**config.mk**
```make
export PLATFORM = sky130hd
export DESIGN_NAME = power_sequencer
export DESIGN_NICKNAME = d
export VERILOG_FILES = /design/src/rtl/power_seq_pkg.sv /design/src/rtl/power_fault_filter.sv /design/src/rtl/power_sequencer.sv
export SDC_FILE = /design/constraint.sdc
export NUM_CORES = 1
export LEC_CHECK = 0
export CAP_MARGIN = 40
export CORE_MARGIN = 10
export CORE_UTILIZATION = 50
export CTS_BUF_LIST = sky130_fd_sc_hd__clkbuf_8
export DETAILED_ROUTE_END_ITERATION = 7
export GPL_ROUTABILITY_DRIVEN = 0
export HOLD_SLACK_MARGIN = 0.15
export PLACE_DENSITY = 0.83
export SYNTH_ARGS = -nofsm -noshare
export SYNTH_HDL_FRONTEND = slang
export SYNTH_SLANG_ARGS = --single-unit
```
**constraint.sdc**
```tcl
create_clock -name clk -period 2.03 [get_ports clk]
set_clock_uncertainty 0.15 [all_clocks]
set_input_delay 0.609 -clock clk [delete_from_list [all_inputs] [get_ports clk]]
set_output_delay 0.609 -clock clk [all_outputs]
set_load 0.005 [all_outputs]
```
**src/rtl/power_seq_pkg.sv**
```systemverilog
// Shared types for the power sequencer: the 3-bit state encoding exposed on
// the state port.
package power_seq_pkg;

  localparam int STATE_W = 3;

  typedef enum logic [STATE_W-1:0] {
    PS_OFF       = 3'd0,
    PS_RAMP_UP   = 3'd1,
    PS_ON        = 3'd2,
    PS_RAMP_DOWN = 3'd3,
    PS_FAULT     = 3'd4
  } ps_state_e;

endpackage

```
**src/rtl/power_fault_filter.sv**
```systemverilog
// Fault debounce: OR of all fault sources must hold for FAULT_FILTER
// consecutive cycles before the filtered output asserts.
module power_fault_filter #(
  parameter int NUM_FAULTS   = 2,
  parameter int FAULT_FILTER = 4
) (
  input  logic                  clk,
  input  logic                  reset_n,
  input  logic [NUM_FAULTS-1:0] fault,
  output logic                  filtered
);

  localparam int FW = $clog2(FAULT_FILTER + 1);
  localparam logic [FW-1:0] FMAX = FW'(FAULT_FILTER);

  logic          raw;
  logic [FW-1:0] cnt;

  assign raw = |fault;

  // Saturates at FMAX so a long fault keeps filtered high without wrapping.
  always_ff @(posedge clk or negedge reset_n) begin
    if (!reset_n)         cnt <= '0;
    else if (!raw)        cnt <= '0;
    else if (cnt != FMAX) cnt <= cnt + FW'(1);
  end

  assign filtered = (cnt == FMAX);

endmodule

```
**src/rtl/power_sequencer.sv**
```systemverilog
// Rail power sequencer: thermometer-coded rail enables stepped STEP_DELAY
// apart, debounced fault shutdown. Optional heartbeat watchdog in ON is
// compiled in with POWER_SEQ_WATCHDOG_EN.
module power_sequencer
  import power_seq_pkg::*;
#(
  parameter int NUM_RAILS    = 3,
  parameter int NUM_FAULTS   = 2,
  parameter int STEP_DELAY   = 1000,
  parameter int FAULT_FILTER = 4
`ifdef POWER_SEQ_WATCHDOG_EN
  ,parameter int WDT_CYCLES  = 50000
`endif
) (
  input  logic                  clk,
  input  logic                  reset_n,
  input  logic                  enable_req,
  input  logic [NUM_FAULTS-1:0] fault,
  input  logic                  fault_clear,
`ifdef POWER_SEQ_WATCHDOG_EN
  input  logic                  heartbeat,
`endif
  output logic [NUM_RAILS-1:0]  rail_en,
  output logic                  shutdown,
  output logic                  power_good,
  output logic [STATE_W-1:0]    state
);

  localparam int CW = $clog2(STEP_DELAY + 1);

  ps_state_e            st_q, st_nxt;
  logic [CW-1:0]        cnt_q, cnt_nxt;
  logic [NUM_RAILS-1:0] rail_nxt, rail_up, rail_dn;
  logic                 pg_nxt, sd_nxt;
  logic                 step_done;
  logic                 flt_filtered;
  logic                 fault_act;

  power_fault_filter #(
    .NUM_FAULTS  (NUM_FAULTS),
    .FAULT_FILTER(FAULT_FILTER)
  ) u_filter (
    .clk     (clk),
    .reset_n (reset_n),
    .fault   (fault),
    .filtered(flt_filtered)
  );

`ifdef POWER_SEQ_WATCHDOG_EN
  localparam int WW = $clog2(WDT_CYCLES + 1);
  logic          hb_q;
  logic [WW-1:0] wdt_cnt;
  logic          wdt_trip;

  // Counts ON cycles since the last heartbeat toggle; any other state idles it.
  always_ff @(posedge clk or negedge reset_n) begin
    if (!reset_n) begin
      hb_q    <= 1'b0;
      wdt_cnt <= '0;
    end else begin
      hb_q <= heartbeat;
      if (st_q != PS_ON || heartbeat != hb_q) wdt_cnt <= '0;
      else if (!wdt_trip)                    wdt_cnt <= wdt_cnt + WW'(1);
    end
  end

  assign wdt_trip  = (wdt_cnt == WW'(WDT_CYCLES));
  assign fault_act = flt_filtered | wdt_trip;
`else
  assign fault_act = flt_filtered;
`endif

  // Rails are thermometer coded, so one shift adds the lowest disabled rail
  // or removes the highest enabled one.
  assign rail_up   = (rail_en << 1) | NUM_RAILS'(1);
  assign rail_dn   = rail_en >> 1;
  assign step_done = (cnt_q == CW'(STEP_DELAY - 1));

  always_ff @(posedge clk or negedge reset_n) begin
    if (!reset_n) begin
      st_q       <= PS_OFF;
      cnt_q      <= '0;
      rail_en    <= '0;
      power_good <= 1'b0;
      shutdown   <= 1'b0;
    end else begin
      st_q       <= st_nxt;
      cnt_q      <= cnt_nxt;
      rail_en    <= rail_nxt;
      power_good <= pg_nxt;
      shutdown   <= sd_nxt;
    end
  end

  always_comb begin
    st_nxt   = st_q;
    rail_nxt = rail_en;
    cnt_nxt  = '0;
    if (fault_act) begin
      st_nxt   = PS_FAULT;
      rail_nxt = '0;
    end else begin
      case (st_q)
        PS_OFF: begin
          if (enable_req) begin
            st_nxt   = PS_RAMP_UP;
            rail_nxt = rail_up;
          end
        end
        PS_RAMP_UP: begin
          if (!enable_req) begin
            rail_nxt = rail_dn;
            st_nxt   = (rail_dn == '0) ? PS_OFF : PS_RAMP_DOWN;
          end else if (step_done) begin
            if (rail_en[NUM_RAILS-1]) st_nxt   = PS_ON;
            else                      rail_nxt = rail_up;
          end else begin
            cnt_nxt = cnt_q + CW'(1);
          end
        end
        PS_ON: begin
          if (!enable_req) begin
            rail_nxt = rail_dn;
            st_nxt   = (rail_dn == '0) ? PS_OFF : PS_RAMP_DOWN;
          end
        end
        PS_RAMP_DOWN: begin
          if (enable_req) begin
            rail_nxt = rail_up;
            st_nxt   = PS_RAMP_UP;
          end else if (step_done) begin
            rail_nxt = rail_dn;
            if (rail_dn == '0) st_nxt = PS_OFF;
          end else begin
            cnt_nxt = cnt_q + CW'(1);
          end
        end
        PS_FAULT: begin
          if (fault_clear) st_nxt = PS_OFF;
        end
        default: begin
          st_nxt   = PS_OFF;
          rail_nxt = '0;
        end
      endcase
    end
  end

  // Status flags follow the state being entered so they register with it.
  always_comb begin
    pg_nxt = (st_nxt == PS_ON);
    sd_nxt = (st_nxt == PS_FAULT);
  end

  assign state = st_q;

endmodule

```
==> results.md <==
- Status: complete, no violations
- Crit Path Class: reg -> out
- Hold_ws: 0.331 ns
- Vias per inst: 5.67
- Post-synthesis cell type count: 36
- Die area: 4880 um2
- Final setup TNS: 0 ns
- Seq/Total Area, Yosys: 42.3%
- Die outline height: 69.9 um
- Power per cell area: 1250 nW/um2
- Core area: 2430 um2
- Mapped Area: 1240 um2
- Slew margin rel.: 72.9%
- Skew-Pair Late Insertion Delay: 0.25 ns
- Initial antenna violation count: 0
- Synth Register Bits: 21
- Non-Filler Instances: 206
- Placed Cells: 194
- Peak VDD IR: 0.830 mV
- Routed length per placed instance: 15.3 um
- Placement Cell Area: 1520 um2
- Startpoint types: register
- Synth async-reset ratio: 100%
- ANT cells: 0
- Ratio of cells with drive above 1 in the final layout: 27.8%
- Cell count of the worst reg-to-reg path: 7
- Hold path depth: 1
- Stages on the worst setup path: 1
- First-pass GRT wire length: 5.10 mm
- Setup-failing EPs final: 0
- CTS buffer count: 3
- Synth warn: 0
- CTS clk-pin slew, worst paths: 0.08 ns
- Max Cap Viol: 0
- Top_reg_cell synth: dfrtp_1
- Synth Instances: 140
- Highest cell delay on the worst timing path: 0.53 ns
- Critical-path cell list: clkdlybuf4s50_1
- Pleak: 0.724 nW
- Worst-Margin Slew: 0.404 ns
- Final-stage net count: 186
- Max H-tree Level: 1
- EDFF count, synth: 0
- PortBufs: 13
- RSZ-0062 raised after global routing: yes
- Final hold violation count: 0
- Most frequent cell after synthesis: dfrtp_1
- # IOs: 14
- Post-detail-place hpwl: 2.21 mm
- DR DRC count: 0
- Synth top area cells: dfrtp_1, nor2_1, xnor2_1, o21ai_0, ha_1
- Top cell family by delay on the critical path: buffers and inverters
- CP Data Required Time: 1.27 ns
- Period minus WS final: 2.00 ns
- CP Max Fanout: 7
- Dpl ws: -0.476 ns
- Routed Antenna Nets: 0
- Share of the synthesized area in the top cell type: 42.3%
- Starting Density: 51.1%
- Crit path max-delay cell type: clkdlybuf4s50_1
- Clock net sink count: 21
- Layout Utilization: 68.7%
- Initial DRC count: 93
- DR vias: 1169
- Pin count of the biggest net entering global routing: 22
- GRT Total Usage: 12.0%
- Syn_nets: 149
- Final Cell Area: 1670 um2
- Final worst path period share: 98.3%
- Mean Syn Cell Area: 8.88 um2
- Most frequent cells after synthesis: dfrtp_1, nor2_1, nand2_1, o21ai_0
- Rows: 18
- Number of global-route vias before repair: 1147
- CTS tree: built
- Hold Crit Class: reg -> reg
- CTS Buffer Depth: 2
- F_max: 501 MHz
- Number of buffers and inverters on the critical path: 1
- Final WL: 3.15 mm
- Cell accounting for the most synthesized area: dfrtp_1
- Pwr Total: 2.08 mW
- Area Overhead vs Synth: 34.3%
- Total iterations of the first detailed-routing run: 4
- Fill cell count: 200
- Critical Path AT: 1.24 ns
- Grt ovf: 0
- Die X: 69.9 um
- Max-slew violations: 0
- Setup ws final: 0.0336 ns
- Crit path capture type: output port
- Root Buffer: clkbuf_8
-- path summary, 6_finish.rpt --
kind                              endpoint            start  slack, ns
max                               state[2]         state[2]       0.03
min                               cnt_q[0]         cnt_q[0]       0.33
min in group asynchronous  u_filter.cnt[0]          reset_n       0.54
max in group asynchronous       rail_en[0]          reset_n       0.96
max reg2reg                     rail_en[2]  u_filter.cnt[0]       0.08
min reg2reg                       cnt_q[0]         cnt_q[0]       0.33
-- layout by cell type, fill, tap and decap left out, drive strengths merged --
cell type / instances
a32oi: 2
a311oi: 3
nand4: 2
buf: 25
inv: 8
a21oi: 7
o21ai: 9
xor2: 2
nand3: 7
o32a: 1
clkbuf: 4
dfrtp: 21
nor2b: 3
o41ai: 2
nand2b: 2
dlygate4sd2: 1
or2: 1
or3: 3
nand4b: 1
a2111oi: 1
or4: 1
or3b: 1
xnor2: 7
o22ai: 1
and3: 5
nor3: 4
and2: 2
o211ai: 4
a41o: 1
nand2: 10
nor2: 19
clkdlybuf4s50: 12
ha: 3
mux2i: 1
-- kinds of logic (layout without fill, tap and decap cells) --
logic type | Yosys count | count (layout) | share of synthesized area [%]
muxes | 1 | 1 | 0.805
and+or+nand+nor | 61 | 61 | 25.9
adders and majority gates | 3 | 3 | 3.02
xor gates and xnor gates | 9 | 9 | 6.34
buffers and inverters | 14 | 50 | 4.63
DFF | 21 | 21 | 42.3
AOI/OAI and AO/OA | 31 | 31 | 17.1
-- report_power, final --
group | switching [mW] | leakage [nW] | internal, mW
logic | 0.588 | 0.423 | 0.581
clock network | 0.127 | 0.0269 | 0.134
registers | 0.115 | 0.275 | 0.535
-- cell type report --
cell class	instances	area, um2	share of cell area (%)
clock buffer	3	41.3	2.47
clock inverter	1	3.75	0.225
inverter	7	26.3	1.57
multi-input combinational	105	708	42.4
sequential	21	532	31.8
tap	30	37.5	2.25
timing repair buffer	39	322	19.3
-- state kept, by name, indices dropped and copies added, names as in the netlist --
name and cells:
power_good 1, shutdown 1, state 3, u_filter.cnt 3, cnt_q 10, rail_en 3
-- what timing repair did --
action                                 4_1_cts  5_1_grt
endpoints found under the hold margin        0        0
hold buffers                                 0        0
gates cloned                                 0        0
pin swaps                                    3        6
gates resized for setup                      7       10
buffers inserted                             3        5
setup endpoints to repair                   15       11
-- layer usage --
layer  track usage [%]  share of wire, %
met1              14.3                44
met2              20.2                51
met3              3.81               5.3
met4              3.51              0.13
met5                 0                 0
(Power assumes the default switching activity.)
